File: config.mk
export PLATFORM = sky130hd
export DESIGN_NAME = reg_xfer_seq
export DESIGN_NICKNAME = d
export VERILOG_FILES = /design/src/rtl/reg_xfer_seq.sv
export SDC_FILE = /design/constraint.sdc
export NUM_CORES = 1
export LEC_CHECK = 0
export CORE_MARGIN = 4
export CORE_UTILIZATION = 28
export CTS_CLUSTER_DIAMETER = 50
export CTS_CLUSTER_SIZE = 8
export DETAILED_ROUTE_END_ITERATION = 8
export PLACE_DENSITY = 0.5
export SETUP_SLACK_MARGIN = 0.15
export SKIP_LAST_GASP = 1
export SYNTH_ARGS = -nofsm -noshare
export SYNTH_HDL_FRONTEND = slang
export SYNTH_SLANG_ARGS = --single-unit
File: constraint.sdc
create_clock -name clk50M_i -period 2.59 [get_ports clk50M_i]
set_input_delay 0.777 -clock clk50M_i [delete_from_list [all_inputs] [get_ports clk50M_i]]
set_output_delay 0.777 -clock clk50M_i [all_outputs]
set_load 0.05 [all_outputs]
File: src/rtl/reg_xfer_seq.sv
// Register-transfer sequencer for the 8080 register array: runs MOV/MVI/INR/DCR
// through READ/WRITE phases on the shared internal bus and keeps Z/S flags.
module reg_xfer_seq #(
  parameter int         BUS_W  = 8,
  parameter logic [2:0] M_CODE = 3'd6
) (
  input  logic             clk50M_i,
  input  logic             rst_i,
  input  logic             req_i,
  input  logic [1:0]       op_i,
  input  logic [2:0]       dst_i,
  input  logic [2:0]       src_i,
  input  logic [BUS_W-1:0] imm_i,
  output logic             ready_o,
  output logic             done_o,
  output logic             err_o,
  output logic [7:0]       latch_rd_o,
  output logic [7:0]       latch_wr_o,
  input  logic [BUS_W-1:0] bus_i,
  output logic [BUS_W-1:0] bus_o,
  output logic             bus_oe_o,
  output logic             flag_z_o,
  output logic             flag_s_o
);

  // state   | meaning
  // S_IDLE  | waiting for a request, ready_o high
  // S_READ  | source register on the bus, TMP captures (optionally +/-1)
  // S_WRITE | TMP driven on the bus, destination write strobe high
  // S_RESP  | done pulse
  // S_ERR   | done + err pulse for a rejected request
  typedef enum logic [2:0] {S_IDLE, S_READ, S_WRITE, S_RESP, S_ERR} state_t;

  localparam logic [1:0] OP_MOV = 2'b00;
  localparam logic [1:0] OP_MVI = 2'b01;
  localparam logic [1:0] OP_INR = 2'b10;
  localparam logic [1:0] OP_DCR = 2'b11;

  state_t           state;
  logic [1:0]       op_q;
  logic [2:0]       dst_q;
  logic [2:0]       src_q;
  logic [BUS_W-1:0] tmp;
  logic [BUS_W-1:0] bus_q;
  logic [7:0]       latch_rd;
  logic [7:0]       latch_wr;
  logic             bus_oe;
  logic             done;
  logic             err;
  logic             flag_z;
  logic             flag_s;

  logic             reject;
  logic [BUS_W-1:0] rd_val;

  function automatic logic [7:0] onehot(input logic [2:0] code);
    onehot = 8'd1 << code;
  endfunction

  // memory operand is handled elsewhere; src only matters for MOV
  always_comb begin
    reject = (dst_i == M_CODE);
    if (op_i == OP_MOV && src_i == M_CODE)
      reject = 1'b1;
  end

  always_comb begin
    case (op_q)
      OP_INR:  rd_val = bus_i + BUS_W'(1);
      OP_DCR:  rd_val = bus_i - BUS_W'(1);
      default: rd_val = bus_i;
    endcase
  end

  always_ff @(posedge clk50M_i or posedge rst_i) begin
    if (rst_i) begin
      state    <= S_IDLE;
      op_q     <= '0;
      dst_q    <= '0;
      src_q    <= '0;
      tmp      <= '0;
      bus_q    <= '0;
      latch_rd <= '0;
      latch_wr <= '0;
      bus_oe   <= 1'b0;
      done     <= 1'b0;
      err      <= 1'b0;
      flag_z   <= 1'b0;
      flag_s   <= 1'b0;
    end else begin
      case (state)
        S_IDLE: begin
          if (req_i) begin
            op_q  <= op_i;
            dst_q <= dst_i;
            src_q <= src_i;
            if (reject) begin
              done  <= 1'b1;
              err   <= 1'b1;
              state <= S_ERR;
            end else if (op_i == OP_MVI) begin
              tmp      <= imm_i;
              bus_q    <= imm_i;
              bus_oe   <= 1'b1;
              latch_wr <= onehot(dst_i);
              state    <= S_WRITE;
            end else begin
              latch_rd <= onehot((op_i == OP_MOV) ? src_i : dst_i);
              state    <= S_READ;
            end
          end
        end
        S_READ: begin
          // read strobe drops on the same edge the write phase starts, so the
          // bus never has two drivers
          tmp      <= rd_val;
          bus_q    <= rd_val;
          latch_rd <= '0;
          latch_wr <= onehot(dst_q);
          bus_oe   <= 1'b1;
          state    <= S_WRITE;
        end
        S_WRITE: begin
          if (op_q == OP_INR || op_q == OP_DCR) begin
            flag_z <= (tmp == '0);
            flag_s <= tmp[BUS_W-1];
          end
          latch_wr <= '0;
          bus_oe   <= 1'b0;
          bus_q    <= '0;
          done     <= 1'b1;
          state    <= S_RESP;
        end
        S_RESP: begin
          done  <= 1'b0;
          state <= S_IDLE;
        end
        S_ERR: begin
          done  <= 1'b0;
          err   <= 1'b0;
          state <= S_IDLE;
        end
        default: state <= S_IDLE;
      endcase
    end
  end

  assign ready_o    = (state == S_IDLE) && !rst_i;
  assign done_o     = done;
  assign err_o      = err;
  assign latch_rd_o = latch_rd;
  assign latch_wr_o = latch_wr;
  assign bus_o      = bus_q;
  assign bus_oe_o   = bus_oe;
  assign flag_z_o   = flag_z;
  assign flag_s_o   = flag_s;

endmodule

; Word-level counts from Yosys, hierarchy flattened
; Index checks and enable logic that the tools add are counted.
[totals]
reg_bits = 45
input_bits = 27
out_inout_bits = 30
wordCells = 78
[op_classes]
add_sub_neg = 2
n_eq_ne = 14
shift = 3
n_mux = 28
reduce_logical = 19
[ops]
columns = cell, n
row1 = two-way mux 8 bit, 9
row2 = one-hot mux 8 bit (2 select lines), 3
row3 = one-hot mux 8 bit (3 select lines), 2
row4 = << shifter 1 x 3 -> 8 bit (first input constant), 3
row5 = AND reduction 4 bit, 3
row6 = != test 2 bit (second input constant), 5
row7 = == test 3 bit (second input constant), 3
row8 = two-way mux 3 bit, 3
row9 = one-hot mux 3 bit (3 select lines), 1
row10 = adder 8 x 1 -> 8 bit (second input constant), 1
row11 = zero test 8 bit, 1
row12 = subtractor 8 x 1 -> 8 bit (second input constant), 1
row13 = == test 3 x 2 -> 1 bit (second input constant), 2
row14 = two-way mux 1 bit, 6
row15 = one-hot mux 1 bit (3 select lines), 2
row16 = AND reduction 3 bit, 2
row17 = nonzero test 3 bit, 2
row18 = == test 2 bit (second input constant), 2
row19 = AND reduction 2 bit, 2
row20 = nonzero test 2 bit, 2
row21 = == test 3 x 1 -> 1 bit (second input constant), 1
row22 = zero test 3 bit, 1
row23 = == test 2 x 1 -> 1 bit (second input constant), 1
row24 = logical AND 1 bit, 2
row25 = other kinds (6), 6

; Longest topological paths before layout
[depth]
ltp_word = 7
mapped_depth = 9
ltp_nobuf = 9

; Least setup slack after synthesis
; No wires, ideal clock.
[synth_timing]
path_type = input to register
start = input port bus_i[1]
end = register bus_q[4], in the netlist bus_o[4]
setup_time_ns = 0.118
t_arrival_ns = 2.204
t_required_ns = 2.472
path_slack_ns = 0.268
path_stages = 9
n_path_buf = 1
cell_sequence = clkbuf_1 > xnor2_1 > ha_1 > nor2b_1 > a32o_1 > nor4b_1 > a211o_1 > nand2_1 > nand2_1
[synth_between]
elab_chain_cells = 3
elab_cells_between_ends = 4
classes_between = add/sub: 2 / mux: 2
[synth_lines]
columns = element, line_no
row1 = "start, declared", 19  ; input logic [BUS_W-1:0] bus_i,
row2 = subtractor 8 x 1 -> 8 bit / adder 8 x 1 -> 8 bit (equally long branches), "70, 69"
row3 = one-hot mux 8 bit (2 select lines) *, 68  ; case (op_q)
row4 = one-hot mux 8 bit (3 select lines) *, 91  ; case (state)
row5 = "end signal, assigned", 103  ; bus_q <= imm_i;
row6 = "end signal, assigned", 117  ; bus_q <= rd_val;
row7 = "end, declared", 44  ; logic [BUS_W-1:0] bus_q;
; Every way passes the cells marked *; elsewhere a longest branch is shown, timed or not.
; A chain may end at the register's enable or synchronous reset.

; Final worst setup path
[layout_timing]
start = input port rst_i
end = output port ready_o
[layout_between]
elab_chain_cells = 2
[layout_lines]
columns = element, line_no
row1 = "start, declared", 8  ; input logic rst_i,
row2 = zero test 1 bit, 148  ; assign ready_o = (state == S_IDLE) && !rst_i;
row3 = logical AND 1 bit, 148
row4 = "end, declared", 14  ; output logic ready_o,
; No other way between the ends.

==> impl_summary.txt <==
----------------------------------------------------
[Synth]
  Post-synthesis net count ... 318
  Share of the synthesized area in the top cell type ... 0.441
  Count of distinct cell types in the synthesized netlist ... 56
  Synthesized netlist cell count ... 289
  Cell Area, Synth ... 2560 µm²
  Leading area contributor after synthesis ... dfrtp_1
  Leading register cell type out of synthesis ... dfrtp_1
  Share of the yosys chip area belonging to registers ... 0.441
  Most instantiated library cell after synthesis ... nand2_1
  Post-Synthesis Mean Instance Area ... 8.84 µm²
  Count of warnings emitted by yosys ... 0
  Fraction of registers with async set or reset after synthesis ... 1.00
  Flop and latch count out of synthesis ... 45
  Top cells by area in the synthesized netlist ... dfrtp_1 44%, nand2_1 8.5%, a21oi_1 4.3%
  EDFF count, synth ... 0
  List of most frequent post-synthesis cells ... 58 x nand2_1, 45 x dfrtp_1, 22 x a21oi_1, 18 x nor2_1, 18 x o21ai_0

[Timing]
  Maximum clock frequency ... 429 MHz
  Worst path setup slack after routing ... 0.258 ns
  Hold slack final ... 0.477 ns
  Relative slew slack ... 0.527
  Worst Skew ... 0.00506 ns
  Count of endpoints failing setup in the final report ... 0
  Worst-margin pin slew ... 0.702 ns
  Min Tclk post-route ... 2.33 ns
  Crit share post-route ... 0.900
  RSZ-0062 raised after global routing ... false
  Number of endpoints with negative hold slack in the final report ... 0
  Number of pins exceeding their max-slew limit in the final report ... 0

[Clock tree]
  Number of instances resized during post-cts repair ... 0
  H-tree depth ... 2
  Clock tree from TritonCTS ... done
  Clock input transition at the sequential cells of the worst setup and hold paths ... 0.09 ns
  Total CTS buffers ... 5
  Number of clock sinks seen by CTS ... 45
  Post-CTS Setup Inserts ... 0
  CTS Root Cell ... clkbuf_8
  Later-pin clock latency in the skew report ... 0.30 ns
  Hold-fix buffer count after cts ... 0
  Maximum clock insertion buffer count ... 2

[Worst setup path]
  Maximum fanout encountered on the critical timing path ... 2
  Critical Setup Path Class ... primary input to output port
  Signal arrival time at the worst endpoint ... 1.56 ns
  First element of the critical path ... rst_i
  Critical path launch point type ... primary input
  Required time at the worst-slack endpoint ... 1.81 ns
  Startpoint of the worst-slack reg-to-reg timing path ... op_q[1]$_DFFE_PP0P_
  Worst Setup End Kind ... output port

[Floorplanning]
  Width of the die ... 104 µm
  Die Y-Extent ... 104 µm
  Placeable core region ... 8810 µm²
  Starting density of the core ... 0.290
  Overall die area ... 10,700 µm²
  Site Rows ... 34
  Number of I/O pins ... 57

[Worst hold path]
  Hold path start ... bus_o[2]$_DFFE_PP0P_
  Worst Hold Class ... register to register

[Placement]
  Worst setup timing slack at the placement stage ... -0.118 ns
  Post-Place Cell Area ... 3470 µm²
  Routability-driven placement congestion ratio ... 0.809
  Post-DP HPWL ... 5300 µm
  Cell count after placement ... 472
  Number of buffers inserted by port buffering ... 56

[Global routing]
  Pin count of the biggest net entering global routing ... 46
  Initial antenna violation count ... 0
  GR Util All Layers ... 0.130
  Number of global-route vias before repair ... 2,297
  Wire length of the first global-routing pass ... 11,600 µm
  Leftover overflow at the end of global routing ... 0

[Final layout]
  Final standard cell utilization of the core ... 0.411
  Final instance area ... 3620 µm²
  Layout cells sized above 1 ... 0.175
  Area growth, synth to finish ... 41.7%
  Final #Nets ... 400
  ANT cells ... 0
  Number of standard cells in the final layout excluding fillers ... 480

[Drt]
  Post-route antenna net violation count ... 0
  Detailed-route wire length ... 6900 µm
  Average wire length per cell after detail routing ... 14.4 µm
  Starting DRT DRC Count ... 81
  Number of vias in the routed layout ... 2,293
  DR pass1 iterations ... 4
  Total DRC errors in the routed layout ... 0
  DR vias/cell ... 4.78

[Pwr]
  Leakage power total ... 1.58 nW
  Switching portion of total power ... 0.467
  Maximum VDD drop ... 485 µV
  Pwr dens ... 1260 nW/µm²
  Sequential fraction of design power ... 0.262
  Cell Int Power ... 2.43 mW
  Clock share of power ... 0.140
  Switching power summed over all nets ... 2.13 mW
  Combinational power share ... 0.598

[Run status]
  Result of the run ... finished, final reports clean

[Flow run]
  Number of max-capacitance violations reported ... 0

----------------------------------------------------
[cells in the final DEF (no fill, tap or decap), drive strengths merged, types with 2 or more instances in the layout]
master	instances
clkdlybuf4s50	53
o2111ai	2
and2	2
buf	38
ha	2
inv	6
or3	2
nor2	18
mux2i	3
dfrtp	45
or2	4
xnor2	4
dlymetal6s2s	2
a31oi	3
and4	2
o21ai	23
nand2	58
a21o	2
bufinv	2
clkbuf	5
o31ai	7
nor4b	2
clkinv	3
nor3	9
mux2	5
or4	2
a22oi	3
xor2	4
nor3b	5
nor2b	6
nand2b	3
nand3	3
a21oi	26
nor4	4
[path summary, 6_finish.rpt]
kind	end	slack [ns]	cells past startpoint
worst max-delay path	ready_o	0.26	3
worst min-delay path	bus_o[2]$_DFFE_PP0P_	0.48	2
worst max register to register	tmp[6]$_DFFE_PP0P_	0.60	10
worst min register to register	bus_o[2]$_DFFE_PP0P_	0.48	2
max in group asynchronous	dst_q[1]$_DFFE_PP0P_	1.54	3
min in group asynchronous	done_o$_DFFE_PP0P_	0.83	3
[power by group through the flow]
stage / Sequential, mW / Clock (mW) / Combinational [mW]
4_1_cts: 1.20 / 0.662 / 2.74
3_3_place_gp: 1.21 / 0 / 2.72
3_5_place_dp: 1.22 / 0 / 2.73
6_report: 1.19 / 0.640 / 2.73
2_1_floorplan: 1.80 / 0 / 1.22
5_1_grt: 1.24 / 0.683 / 2.97
[worst max-delay path: stages]
cell             delay [ns]
clkdlybuf4s50_1        0.42
nor2_1                 0.19
buf_12                 0.16
[stage by stage]
step	total power, mW	TNS (ns)
2_1_floorplan	3.02	0
3_3_place_gp	3.93	-1.69
3_5_place_dp	3.94	-1.98
4_1_cts	4.60	0
5_1_grt	4.89	0
6_report	4.56	0
[routing by layer]
| metal | global-route usage | share of wire |
|---|---|---|
| met1 | 0.188 | 0.51 |
| met2 | 0.193 | 0.43 |
| met3 | 0.0261 | 0.043 |
| met4 | 0.0437 | 0.017 |
| met5 | 0 | 0 |
[cell families after synthesis]
| kind of cell | synth area share |
|---|---|
| buffers and inverters | 0.0494 |
| DFF | 0.441 |
| muxes | 0.0338 |
| xor gates and xnor gates | 0.0274 |
| and+or+nand+nor | 0.258 |
| AOI/OAI and AO/OA | 0.181 |
| adders and majority gates | 0.00979 |
[sequential cells by signal, summed over array words and instances (netlist names), 2 cells and up]
signal      flops
latch_rd_o      8
op_q            2
dst_q           3
latch_wr_o      8
state           3
tmp             8
bus_o           8
[cell type report]
cell class / count / area, µm²
Clock inverter: 3 / 65.1
Inverter: 8 / 31.3
Fill cell: 885 / 5180
Timing Repair Buffer: 93 / 878
Tap cell: 108 / 135
Multi-Input combinational cell: 218 / 1320
Sequential cell: 45 / 1130
Clock buffer: 5 / 68.8
Power figures use the tool's default switching activity.
